<file path="config.mk">
export PLATFORM = sky130hd
export DESIGN_NAME = magma_mem_arbiter
export DESIGN_NICKNAME = d
export VERILOG_FILES = /design/src/rtl/magma_arb_pkg.sv /design/src/rtl/magma_arb_fifo.sv /design/src/rtl/magma_mem_arbiter.sv
export SDC_FILE = /design/constraint.sdc
export NUM_CORES = 1
export LEC_CHECK = 0
export CAP_MARGIN = 25
export CORE_AREA = 4 4 162 164
export DETAILED_ROUTE_END_ITERATION = 16
export DIE_AREA = 0 0 166 168
export MAX_ROUTING_LAYER = met4
export PLACE_DENSITY = 0.47
export SLEW_MARGIN = 10
export SYNTH_ARGS = -nofsm -noshare
export SYNTH_HDL_FRONTEND = slang
export SYNTH_SLANG_ARGS = --single-unit
</file>
<file path="constraint.sdc">
create_clock -name clk_i -period 2.9 [get_ports clk_i]
set_input_delay 0.87 -clock clk_i [delete_from_list [all_inputs] [get_ports clk_i]]
set_output_delay 0.87 -clock clk_i [all_outputs]
set_load 0.02 [all_outputs]
</file>
<file path="src/rtl/magma_arb_pkg.sv">
// Shared types and default constants for the magma memory arbiter.
// rr_pick returns the first requester at or after ptr, wrapping modulo n.
package magma_arb_pkg;

   localparam int N_MST_DEF    = 4;
   localparam int ADDR_W_DEF   = 32;
   localparam int DATA_W_DEF   = 32;
   localparam int RD_DEPTH_DEF = 4;

   typedef enum logic {
      ST_IDLE = 1'b0,
      ST_BUSY = 1'b1
   } state_e;

   function automatic int rr_pick(input logic [7:0] req, input int ptr, input int n);
      int   pick;
      int   idx;
      logic found;
      pick  = ptr;
      found = 1'b0;
      for (int i = 0; i < 8; i++) begin
         idx = ptr + i;
         if (idx >= n) idx = idx - n;
         if (!found && (i < n) && req[idx]) begin
            pick  = idx;
            found = 1'b1;
         end
      end
      return pick;
   endfunction

endpackage

</file>
<file path="src/rtl/magma_arb_fifo.sv">
// Small synchronous FIFO holding the master index of each outstanding read.
// Push is refused when full and pop is refused when empty.
module magma_arb_fifo #(
   parameter int WIDTH = 2,
   parameter int DEPTH = 4
) (
   input  logic             clk_i,
   input  logic             rst_i,
   input  logic             push_i,
   input  logic             pop_i,
   input  logic [WIDTH-1:0] wdata_i,
   output logic [WIDTH-1:0] rdata_o,
   output logic             full_o,
   output logic             empty_o
);

   localparam int PTR_W = (DEPTH > 1) ? $clog2(DEPTH) : 1;
   localparam int CNT_W = $clog2(DEPTH + 1);

   logic [WIDTH-1:0] mem_q [DEPTH];
   logic [WIDTH-1:0] mem_d [DEPTH];
   logic [PTR_W-1:0] wr_ptr_q, wr_ptr_d;
   logic [PTR_W-1:0] rd_ptr_q, rd_ptr_d;
   logic [CNT_W-1:0] count_q, count_d;
   logic             do_push, do_pop;

   assign full_o  = (count_q == CNT_W'(DEPTH));
   assign empty_o = (count_q == '0);
   assign rdata_o = mem_q[rd_ptr_q];

   always_comb begin
      do_push  = push_i && !full_o;
      do_pop   = pop_i && !empty_o;
      mem_d    = mem_q;
      wr_ptr_d = wr_ptr_q;
      rd_ptr_d = rd_ptr_q;
      count_d  = count_q;
      if (do_push) begin
         mem_d[wr_ptr_q] = wdata_i;
         wr_ptr_d = (wr_ptr_q == PTR_W'(DEPTH - 1)) ? '0 : wr_ptr_q + 1'b1;
      end
      if (do_pop) begin
         rd_ptr_d = (rd_ptr_q == PTR_W'(DEPTH - 1)) ? '0 : rd_ptr_q + 1'b1;
      end
      case ({do_push, do_pop})
         2'b10:   count_d = count_q + 1'b1;
         2'b01:   count_d = count_q - 1'b1;
         default: count_d = count_q;
      endcase
   end

   // Tag storage carries no reset; only pointers and count are cleared.
   always_ff @(posedge clk_i) begin
      mem_q <= mem_d;
      if (rst_i) begin
         wr_ptr_q <= '0;
         rd_ptr_q <= '0;
         count_q  <= '0;
      end else begin
         wr_ptr_q <= wr_ptr_d;
         rd_ptr_q <= rd_ptr_d;
         count_q  <= count_d;
      end
   end

endmodule

</file>
<file path="src/rtl/magma_mem_arbiter.sv">
// Round-robin arbiter funnelling N_MST masters onto one memory port; read
// responses return in order and are steered back via a tag FIFO.
module magma_mem_arbiter
   import magma_arb_pkg::*;
#(
   parameter int N_MST    = N_MST_DEF,
   parameter int ADDR_W   = ADDR_W_DEF,
   parameter int DATA_W   = DATA_W_DEF,
   parameter int RD_DEPTH = RD_DEPTH_DEF
) (
   input  logic                          clk_i,
   input  logic                          rst_i,
   input  logic [N_MST-1:0]              req_i,
   input  logic [N_MST-1:0]              we_i,
   input  logic [N_MST*ADDR_W-1:0]       addr_i,
   input  logic [N_MST*(DATA_W/8)-1:0]   be_i,
   input  logic [N_MST*DATA_W-1:0]       wdata_i,
   output logic [N_MST-1:0]              ack_o,
   output logic [N_MST-1:0]              resp_o,
   output logic [DATA_W-1:0]             rdata_o,
   output logic                          m_req_o,
   output logic                          m_we_o,
   output logic [ADDR_W-1:0]             m_addr_o,
   output logic [DATA_W/8-1:0]           m_be_o,
   output logic [DATA_W-1:0]             m_wdata_o,
   input  logic                          m_ack_i,
   input  logic                          m_resp_i,
   input  logic [DATA_W-1:0]             m_rdata_i,
   output logic                          err_o
);

   localparam int BE_W  = DATA_W / 8;
   localparam int IDX_W = $clog2(N_MST);

   state_e           state_q, state_d;
   logic [IDX_W-1:0] g_q, g_d;
   logic [IDX_W-1:0] rr_ptr_q, rr_ptr_d;
   logic             err_q, err_d;
   logic             busy, handshake, push, pop;
   logic             fifo_full, fifo_empty;
   logic [IDX_W-1:0] head;

   always_ff @(posedge clk_i) begin
      if (rst_i) begin
         state_q  <= ST_IDLE;
         g_q      <= '0;
         rr_ptr_q <= '0;
         err_q    <= 1'b0;
      end else begin
         state_q  <= state_d;
         g_q      <= g_d;
         rr_ptr_q <= rr_ptr_d;
         err_q    <= err_d;
      end
   end

   always_comb begin
      state_d  = state_q;
      g_d      = g_q;
      rr_ptr_d = rr_ptr_q;
      err_d    = err_q | (m_resp_i & fifo_empty);
      case (state_q)
         ST_IDLE: begin
            if (|req_i) begin
               g_d     = IDX_W'(rr_pick(8'(req_i), int'(rr_ptr_q), N_MST));
               state_d = ST_BUSY;
            end
         end
         ST_BUSY: begin
            if (handshake) begin
               rr_ptr_d = (int'(g_q) == N_MST - 1) ? '0 : g_q + 1'b1;
               state_d  = ST_IDLE;
            end
         end
         default: state_d = ST_IDLE;
      endcase
   end

   // Every output is forced low while rst_i is high, whatever the state.
   always_comb begin
      busy      = (state_q == ST_BUSY) && !rst_i;
      m_req_o   = busy && !(!we_i[g_q] && fifo_full);
      m_we_o    = 1'b0;
      m_addr_o  = '0;
      m_be_o    = '0;
      m_wdata_o = '0;
      if (busy) begin
         m_we_o    = we_i[g_q];
         m_addr_o  = addr_i[int'(g_q)*ADDR_W +: ADDR_W];
         m_be_o    = be_i[int'(g_q)*BE_W +: BE_W];
         m_wdata_o = wdata_i[int'(g_q)*DATA_W +: DATA_W];
      end
      handshake = m_req_o && m_ack_i;
      push      = handshake && !we_i[g_q];
      ack_o     = '0;
      if (handshake) ack_o[g_q] = 1'b1;
      pop       = m_resp_i && !fifo_empty && !rst_i;
      resp_o    = '0;
      rdata_o   = '0;
      if (pop) begin
         resp_o[head] = 1'b1;
         rdata_o      = m_rdata_i;
      end
   end

   assign err_o = err_q & ~rst_i;

   magma_arb_fifo #(
      .WIDTH (IDX_W),
      .DEPTH (RD_DEPTH)
   ) u_tag_fifo (
      .clk_i   (clk_i),
      .rst_i   (rst_i),
      .push_i  (push),
      .pop_i   (pop),
      .wdata_i (g_q),
      .rdata_o (head),
      .full_o  (fifo_full),
      .empty_o (fifo_empty)
   );

endmodule

</file>
# Yosys cells after proc, flatten, opt, wreduce, memory -nomap -nowiden
# Index checks and enable logic that the tools add are counted.
[totals] register_bits=21 latchBits=0 ram_bits=0 romBits=0 input_bits=316 elab_cells=145 memories=0
[classes] n_addsub=12 n_mul=0 div=0 order_cmp=15 eq_ne=6 shifts=3 muxes=63 bitwise=7 reduce_logical=28
[op_table] cell="$mux W32" n=15
[op_table] cell="$shiftx A128 B8 Y32" n=2
[op_table] cell="$lt A32 B5 Y1 const B" n=4
[op_table] cell="$mux W1" n=23
[op_table] cell="$mux W2" n=10
[op_table] cell="$shiftx A16 B5 Y4" n=1
[op_table] cell="$ge A3 B3 Y1 const B" n=5
[op_table] cell="$logic_and A1 B1 Y1" n=15
[op_table] cell="$bmux W1 S3" n=4
[op_table] cell="$mux W4" n=3
[op_table] cell="$sub A3 B3 Y4 const B" n=3
[op_table] cell="$bwmux W8" n=1
[op_table] cell="$logic_not A1 Y1" n=8
[op_table] cell="$add A2 B1 Y2 const B" n=3
[op_table] cell="$add A2 B2 Y3 const B" n=2
[op_table] cell="$eq A2 B2 Y1 const B" n=3
[op_table] cell="$lt A2 B3 Y1 const B" n=2
[op_table] cell="$not A2 Y3" n=2
[op_table] cell="$pmux W3 S2" n=1
[op_table] cell="$bmux W2 S2" n=1
[op_table] cell="$demux W1 S2" n=2
[op_table] cell="$demux W2 S2" n=1
[op_table] cell="$eq A2 B1 Y1 const B" n=2
[op_table] cell="$ge A2 B1 Y1 const B" n=2
[op_table] cell="other kinds (16)" n=19

# Logic depth before layout (Yosys ltp)
# Gate-level depths: netlist of run 1.
[logic_depth] ltp_word=23 mapped_depth=12

# Hierarchy
# Synthesis of run 1 repeated with hierarchy kept, for this count alone.
[unflattened] cells_unflattened=320 area_unflattened_um2=3608.5
[by_module_without_submodules] module="magma_mem_arbiter" n_inst=1 cells_each=258 area_per_inst_um2=2865.2 seq_area_each_um2=120.1
[by_module_without_submodules] module="magma_arb_fifo" n_inst=1 cells_each=62 area_per_inst_um2=743.2 seq_area_each_um2=380.4

# Worst setup path before layout of run 1
# OpenSTA, ideal clock, no wires.
[synth_path] path_kind="input-to-reg" start="in rst_i" end="reg u_tag_fifo.count_q[2]" setup_ns=0.071 t_arrival_ns=2.884 required_time_ns=2.829 path_slack_ns=-0.054 stages=12 path_cell_list="clkbuf_1 -> nor2b_1 -> clkbuf_1 -> and4b_1 -> buf_4 -> inv_1 -> ha_1 -> inv_1 -> fa_1 -> xor2_1 -> or3_1 -> a21oi_1"
[synth_via] elab_chain_len=8
[synth_rtl] item="from (decl)" line_no="magma_mem_arbiter.sv:12" source="input logic rst_i,"
[synth_rtl] item="$logic_not A1 Y1" line_no="magma_mem_arbiter.sv:81, magma_mem_arbiter.sv:97"
[synth_rtl] item="$logic_and A1 B1 Y1" line_no="magma_mem_arbiter.sv:81" source="busy = (state_q == ST_BUSY) && !rst_i;"
[synth_rtl] item="$logic_and A1 B1 Y1" line_no="magma_mem_arbiter.sv:82" source="m_req_o = busy && !(!we_i[g_q] && fifo_full);"
[synth_rtl] item="$logic_and A1 B1 Y1" line_no="magma_mem_arbiter.sv:93" source="handshake = m_req_o && m_ack_i;"
[synth_rtl] item="$logic_and A1 B1 Y1" line_no="magma_mem_arbiter.sv:94" source="push = handshake && !we_i[g_q];"
[synth_rtl] item="$logic_and A1 B1 Y1" line_no="magma_arb_fifo.sv:32" source="do_push = push_i && !full_o;"
[synth_rtl] item="$eq A2 B1 Y1 / $eq A2 B2 Y1 (equally long branches)" line_no="magma_arb_fifo.sv:45" source="case ({do_push, do_pop})"
[synth_rtl] item="$pmux W3 S2 / $reduce_bool A2 Y1 (equally long branches)"
[synth_rtl] item="to (signal assigned)" line_no="magma_arb_fifo.sv:62" source="count_q <= count_d;"
[synth_rtl] item="to (decl)" line_no="magma_arb_fifo.sv:24" source="logic [CNT_W-1:0] count_q, count_d;"
# Parallel ways exist; a longest one is shown, timed or not.
# A chain may end at the register's enable or synchronous reset.

# Final worst setup path of run 1
[layout_path] start="in we_i[3]" end="out ack_o[3]"
[layout_via] elab_chain_len=8
[layout_rtl] item="from (decl)" line_no="magma_mem_arbiter.sv:14" source="input logic [N_MST-1:0] we_i,"
[layout_rtl] item="$bmux W1 S2" line_no="magma_mem_arbiter.sv:82"
[layout_rtl] item="$mux W1 (implied by the code)" line_no="magma_mem_arbiter.sv:82"
[layout_rtl] item="$logic_not A1 Y1" line_no="magma_mem_arbiter.sv:82"
[layout_rtl] item="$logic_and A1 B1 Y1" line_no="magma_mem_arbiter.sv:82"
[layout_rtl] item="$logic_not A1 Y1" line_no="magma_mem_arbiter.sv:82"
[layout_rtl] item="$logic_and A1 B1 Y1" line_no="magma_mem_arbiter.sv:82"
[layout_rtl] item="$logic_and A1 B1 Y1" line_no="magma_mem_arbiter.sv:93"
[layout_rtl] item="$mux W4" line_no="magma_mem_arbiter.sv:96" source="if (handshake) ack_o[g_q] = 1'b1;"
[layout_rtl] item="to (decl)" line_no="magma_mem_arbiter.sv:18" source="output logic [N_MST-1:0] ack_o,"
# No other way between the ends. The select of a mux whose other input is x is not followed.

==> summary.txt, run 1 <==
Global route
  • Vias in the first global route: 5,083
  • Largest net degree at the start of global routing: 45
  • Initial antenna violation count: 4
  • All-layer global routing usage: 0.140
  • GRT Residual Overflow: 0
  • First-pass GRT wire length: 29.9 mm

Yosys
  • Synth Cell Area: 0.00346 mm²
  • Seq/Total Area, Yosys: 0.145
  • Syn_area_per_cell: 11.1 µm²
  • Top_reg_cell synth: dfxtp_1
  • Syn. warnings: 0
  • Cells after synthesis: 310
  • Syn nets: 637
  • Register bit total from synthesis: 21
  • FFs w/ async S/R, synth: 0
  • Post-synth cell types: 35
  • Number of flops mapped to enable cells by yosys: 8

Clocking
  • Worst-case clock buffer depth: 2
  • CTS Buf Count: 3
  • H-tree lvl count: 1
  • CTS Root Cell: clkbuf_16
  • Clk sinks: 21
  • Clk Latency, worst-skew pair: 250 ps
  • TritonCTS clock tree: built
  • CTS clk-pin slew, worst paths: 60 ps

Outcome
  • Failing checks: negative setup slack
  • Status: finished with violations

Worst setup path
  • Critical path buffers and inverters: 2
  • Critical path's slowest cell: mux4_2
  • Worst-path cell chain: buf_6 > mux4_2 > o211a_4 > and2_4 > buf_6
  • Critical path's largest stage delay: 520 ps
  • Crit path top cell by count: buf_6
  • Crit path capture type: output port
  • Critical Path AT: 2050 ps
  • Startpoint Class: input port
  • Crit Path Class: in2out
  • CP Max Fanout: 5
  • Worst EP required: 2030 ps
  • Delay-heaviest family, CP: multiplexers

Timing
  • Final WS setup: -21.2 ps
  • Fin crit period: 2920 ps
  • Final Max Slew Viols: 0
  • Final setup vio count: 4
  • Final Hold Fails: 0
  • Final cycle utilization of the critical path: 1.01
  • Worst slew pin tran: 291 ps
  • Fmax: 342 MHz
  • Slew Limit Headroom: 0.803
  • Final Skew: 2.81 ps
  • Unrepaired setup endpoints after global routing: true

Power
  • Power Total: 0.00175 W
  • VDD IR max: 0.000178 V
  • Leak: 4.43 nW
  • PD cells: 200 mW/mm²

Floorplanning
  • Die height: 168 µm
  • I/O pins: 427
  • Die width: 166 µm
  • Core area: 0.0249 mm²
  • Initial core utilization: 0.139
  • Die ar.: 0.0279 mm²
  • Core Rows: 58

Min path
  • Hold Crit Class: reg2reg

Layout
  • Fraction of layout instances using a drive strength above 1: 0.407
  • Final net count: 1,073
  • Fill cell count: 2,542
  • Non-Filler Instances: 1,079
  • Final core utilization: 0.352
  • Most frequent cells in the layout: clkdlybuf4s50_1 (136), dlymetal6s2s_1 (107), buf_6 (75)
  • Most common cell after layout, fill and taps aside: clkdlybuf4s50_1
  • Area delta synth->final: 154%

Routing
  • Routed wire length: 20.7 mm
  • Post-route DRC: 0
  • DR pass1 iterations: 4
  • Routed Antenna Nets: 0
  • Vias per cell: 4.13
  • Drt initial violations: 120
  • Drt wl/cell: 19.2 µm
  • Vias: 4,455

Placement
  • Port-buffer cells: 426
  • RePlAce Congestion: 0.895
  • DP Cell Count: 1,065
  • HPWL after DPL: 17.9 mm

Job
  • Max Cap Viol: 0
==> stage by stage <==
step | setup slack [ps] | setup TNS (ps) | instance area, µm² | hold slack (ps)
detailed placement | -833 | -66820 | 8340 | 447
CTS | -98.1 | -98.1 | 8410 | 462
global placement | -843 | -63660 | 8340 | 445
floorplan | 53.7 | 0 | 3460 | 429
global route | -40.6 | -210 | 8770 | 478
finish | -21.2 | -79.6 | 8770 | 456
==> kinds of logic (layout without fill, tap and decap cells) <==
kind of cell | Yosys count | count (layout) | share of synthesized area
buffers and inverters | 41 | 476 | 0.0511
AO/OA/AOI/OAI | 20 | 20 | 0.0424
other | 0 | 4 | 0
adder cells (fa/ha/maj) | 11 | 11 | 0.0420
multiplexers | 73 | 73 | 0.469
AND/OR/NAND/NOR | 142 | 142 | 0.246
flip-flops | 21 | 21 | 0.145
XOR/XNOR | 2 | 2 | 0.00507
==> flip-flops by register name, indices dropped and copies added (netlist names) <==
signal               count
u_tag_fifo.wr_ptr_q      2
err_q                    1
u_tag_fifo.rd_ptr_q      2
state_q                  1
u_tag_fifo.count_q       3
u_tag_fifo.mem_q         8
g_q                      2
rr_ptr_q                 2
==> Yosys cell counts (4+ instances only) <==
cell | count | area share
buf_2 | 9 | 0.013
clkbuf_1 | 19 | 0.021
mux4_2 | 71 | 0.46
nand2_1 | 6 | 0.0065
ha_1 | 10 | 0.036
nor3_1 | 4 | 0.0058
nor2b_1 | 4 | 0.0072
edfxtp_1 | 8 | 0.070
a21oi_1 | 6 | 0.0087
inv_1 | 11 | 0.012
and2_1 | 109 | 0.20
nor2_1 | 11 | 0.012
dfxtp_1 | 13 | 0.075
==> routing by layer <==
layer / track usage / part of all wire
met4: 0.0280 / 0.014
met1: 0.151 / 0.36
met2: 0.258 / 0.54
met3: 0.0394 / 0.084
met5: - / 0
==> power by group <==
group	switching (W)	leakage (nW)	internal (W)
Combinational	0.000391	4.21	0.000742
Clock	0.000104	0.0409	0.000185
Sequential	0.0000144	0.181	0.000317
Total	0.000510	4.43	0.00124
==> worst paths after layout <==
path              startpoint                    end  slack [ps]  cells after the start
setup / recovery     we_i[3]               ack_o[3]         -20                      5
hold / removal         err_q                  err_q         460                      2
setup reg to reg      g_q[0]  u_tag_fifo.count_q[2]         340                     10
hold reg to reg        err_q                  err_q         460                      2
==> cell type report <==
class | instances | area (µm²) | share of cell area
Tap cell | 330 | 413 | 0.0471
Antenna cell | 4 | 10.0 | 0.00114
Clock buffer | 3 | 75.1 | 0.00856
Multi-Input combinational cell | 248 | 2980 | 0.340
Inverter | 11 | 41.3 | 0.00471
Sequential cell | 21 | 508 | 0.0579
Timing Repair Buffer | 461 | 4730 | 0.540
Clock inverter | 1 | 5.00 | 0.000571
==> tightest hold or removal path: stages, from the launching register on <==
cell,delay [ps]
dfxtp_1,320
a21oi_1,40
nor2_1,60
==> what timing repair did <==
| item | in CTS | in global routing |
|---|---|---|
| setup buffers | 6 | 0 |
| hold buffers | 0 | 0 |
| gates resized for setup | 696 | 144 |
| gates cloned | 0 | 0 |
| setup endpoints to repair | 113 | 92 |
| pin swaps | 20 | 19 |
Power figures use the tool's default switching activity.
==> run 2: changes to the inputs <==
- SETUP_SLACK_MARGIN: not set -> 0.02
==> run 2 against run 1 <==
The flow now finishes without violations. Die area unchanged. Clock skew increased by 0.64 ps. Hold slack hardly changed. Sequential share of layout area grew 0.090 points. Largest cell class unchanged. Total power decreased by 2.5%. Maximum frequency rose by 0.94%.
==> summary.txt, run 2 (same netlist as run 1, synthesis figures left out) <==
Routing
  • Vias per cell: 4.13
  • Vias: 4,467
  • DR pass1 iterations: 4
  • Routed Antenna Nets: 0
  • Post-route DRC: 0
  • Routed wire length: 20.6 mm
  • Drt wl/cell: 19.1 µm
  • Drt initial violations: 99

Layout
  • Final core utilization: 0.347
  • Most frequent cells in the layout: dlygate4sd2_1 (159), dlymetal6s2s_1 (93), buf_6 (76)
  • Biggest regs: u_tag_fifo.mem_q x8, u_tag_fifo.count_q x3
  • Fill cell count: 2,590
  • Fraction of layout instances using a drive strength above 1: 0.408
  • Non-Filler Instances: 1,081
  • Most common cell after layout, fill and taps aside: dlygate4sd2_1
  • Final net count: 1,074
  • Reg with most FFs: u_tag_fifo.mem_q
  • Area delta synth->final: 150%
  • Max reg flops: 8

Timing
  • Final Hold Fails: 0
  • Final Skew: 3.44 ps
  • Fmax: 346 MHz
  • Final setup vio count: 0
  • Final cycle utilization of the critical path: 0.998
  • Setup TNS: 0 ps
  • Final Max Slew Viols: 0
  • Fin crit period: 2890 ps
  • Unrepaired setup endpoints after global routing: true
  • Min Hold Slack: 456 ps
  • Slew Limit Headroom: 0.815
  • Worst slew pin tran: 274 ps

Worst setup path
  • Critical Path AT: 2020 ps
  • CP Max Fanout: 5
  • Crit Path Class: in2out
  • Crit path capture type: output port
  • Worst EP required: 2030 ps
  • Startpoint Class: input port
  • R2r startpoint: g_q[0]
  • Critical path origin: we_i[3]

Job
  • Max Cap Viol: 0

Floorplanning
  • Core Rows: 58
  • Core area: 0.0249 mm²
  • Initial core utilization: 0.139
  • Die height: 168 µm
  • Die ar.: 0.0279 mm²
  • I/O pins: 427
  • Die width: 166 µm

Global route
  • Initial antenna violation count: 5
  • Vias in the first global route: 5,118
  • GRT Residual Overflow: 0
  • First-pass GRT wire length: 30.0 mm
  • Largest net degree at the start of global routing: 45
  • All-layer global routing usage: 0.140

Placement
  • Port-buffer cells: 426
  • HPWL after DPL: 17.9 mm
  • RePlAce Congestion: 0.895
  • DP Cell Count: 1,065

Clocking
  • Clk Latency, worst-skew pair: 250 ps
  • H-tree lvl count: 1
  • CTS clk-pin slew, worst paths: 50 ps
  • Worst-case clock buffer depth: 2
  • CTS Buf Count: 3
  • Post-CTS Hold Buffers: 0
  • CTS Root Cell: clkbuf_16
  • Clk sinks: 21
  • TritonCTS clock tree: built

Power
  • PD cells: 198 mW/mm²
  • Leak: 4.42 nW
  • Power Total: 0.00171 W
  • VDD IR max: 0.000180 V

Min path
  • Worst hold path startpoint: err_q
  • Hold Crit Class: reg2reg

Outcome
  • Status: finished clean
-- run 2: cell types whose count changed in the layout (fill, tap and decap cells not counted), moves of 2 or more --
| cell | delta |
|---|---|
| clkdlybuf4s15_1 | +2 |
| dlygate4sd2_1 | +89 |
| clkdlybuf4s50_1 | -78 |
| dlymetal6s2s_1 | -14 |
-- run 2: final cells by class --
type	count	area, µm²	area share
inverters	11	41.3	0.00478
diodes	5	12.5	0.00145
flip-flops and latches	21	508	0.0588
multi-input cells	248	2980	0.345
clock buffers	3	75.1	0.00870
repair buffers	462	4600	0.533
well taps	330	413	0.0478
clock inverters	1	5.00	0.000580
-- run 2: power breakdown --
group | internal (W) | leakage, nW | switching (W)
clock network | 0.000185 | 0.0409 | 0.000103
logic | 0.000702 | 4.20 | 0.000389
registers | 0.000317 | 0.181 | 0.0000144
-- run 2: worst paths after layout --
kind | endpoint | slack [ps] | cells after the start
setup / recovery | ack_o[3] | 6 | 5
hold / removal | err_q | 460 | 2
setup reg to reg | u_tag_fifo.count_q[2] | 350 | 10
hold reg to reg | err_q | 460 | 2
-- run 2: timing repair --
item / in CTS / in global routing
pin swaps: 35 / 2
endpoints found under the setup margin: 113 / 81
cloned: 0 / 0
buffers inserted: 7 / 0
gates resized for setup: 825 / 98
-- run 2: through the flow --
step / cell area [µm²] / setup slack, ps
floorplan: 3460 / 53.7
global placement: 8340 / -843
detailed placement: 8340 / -833
CTS: 8390 / 13.2
global route: 8630 / -23.8
finish: 8630 / 6.05
-- run 2: worst max-delay path, cell delays in order --
cell     delay (ps)
buf_6            90
mux4_2          520
o211a_4         280
and2_4          140
buf_6           120
-- run 2: routing by layer --
| layer | wire length [µm] | track usage | vias up |
|---|---|---|---|
| met1 | 7480 | 0.152 | 2163 |
| met4 | 215 | 0.0280 | 0 |
| li1 | - | - | 2043 |
| met3 | 1730 | 0.0394 | 15 |
| met2 | 11200 | 0.259 | 246 |
| met5 | 0 | - | - |
==> run 3: changes to the inputs <==
- ABC_CLOCK_PERIOD_IN_PS: not set -> 2900
==> results of run 3 <==
Final layout, timing and power as in run 2 (identical DEF).
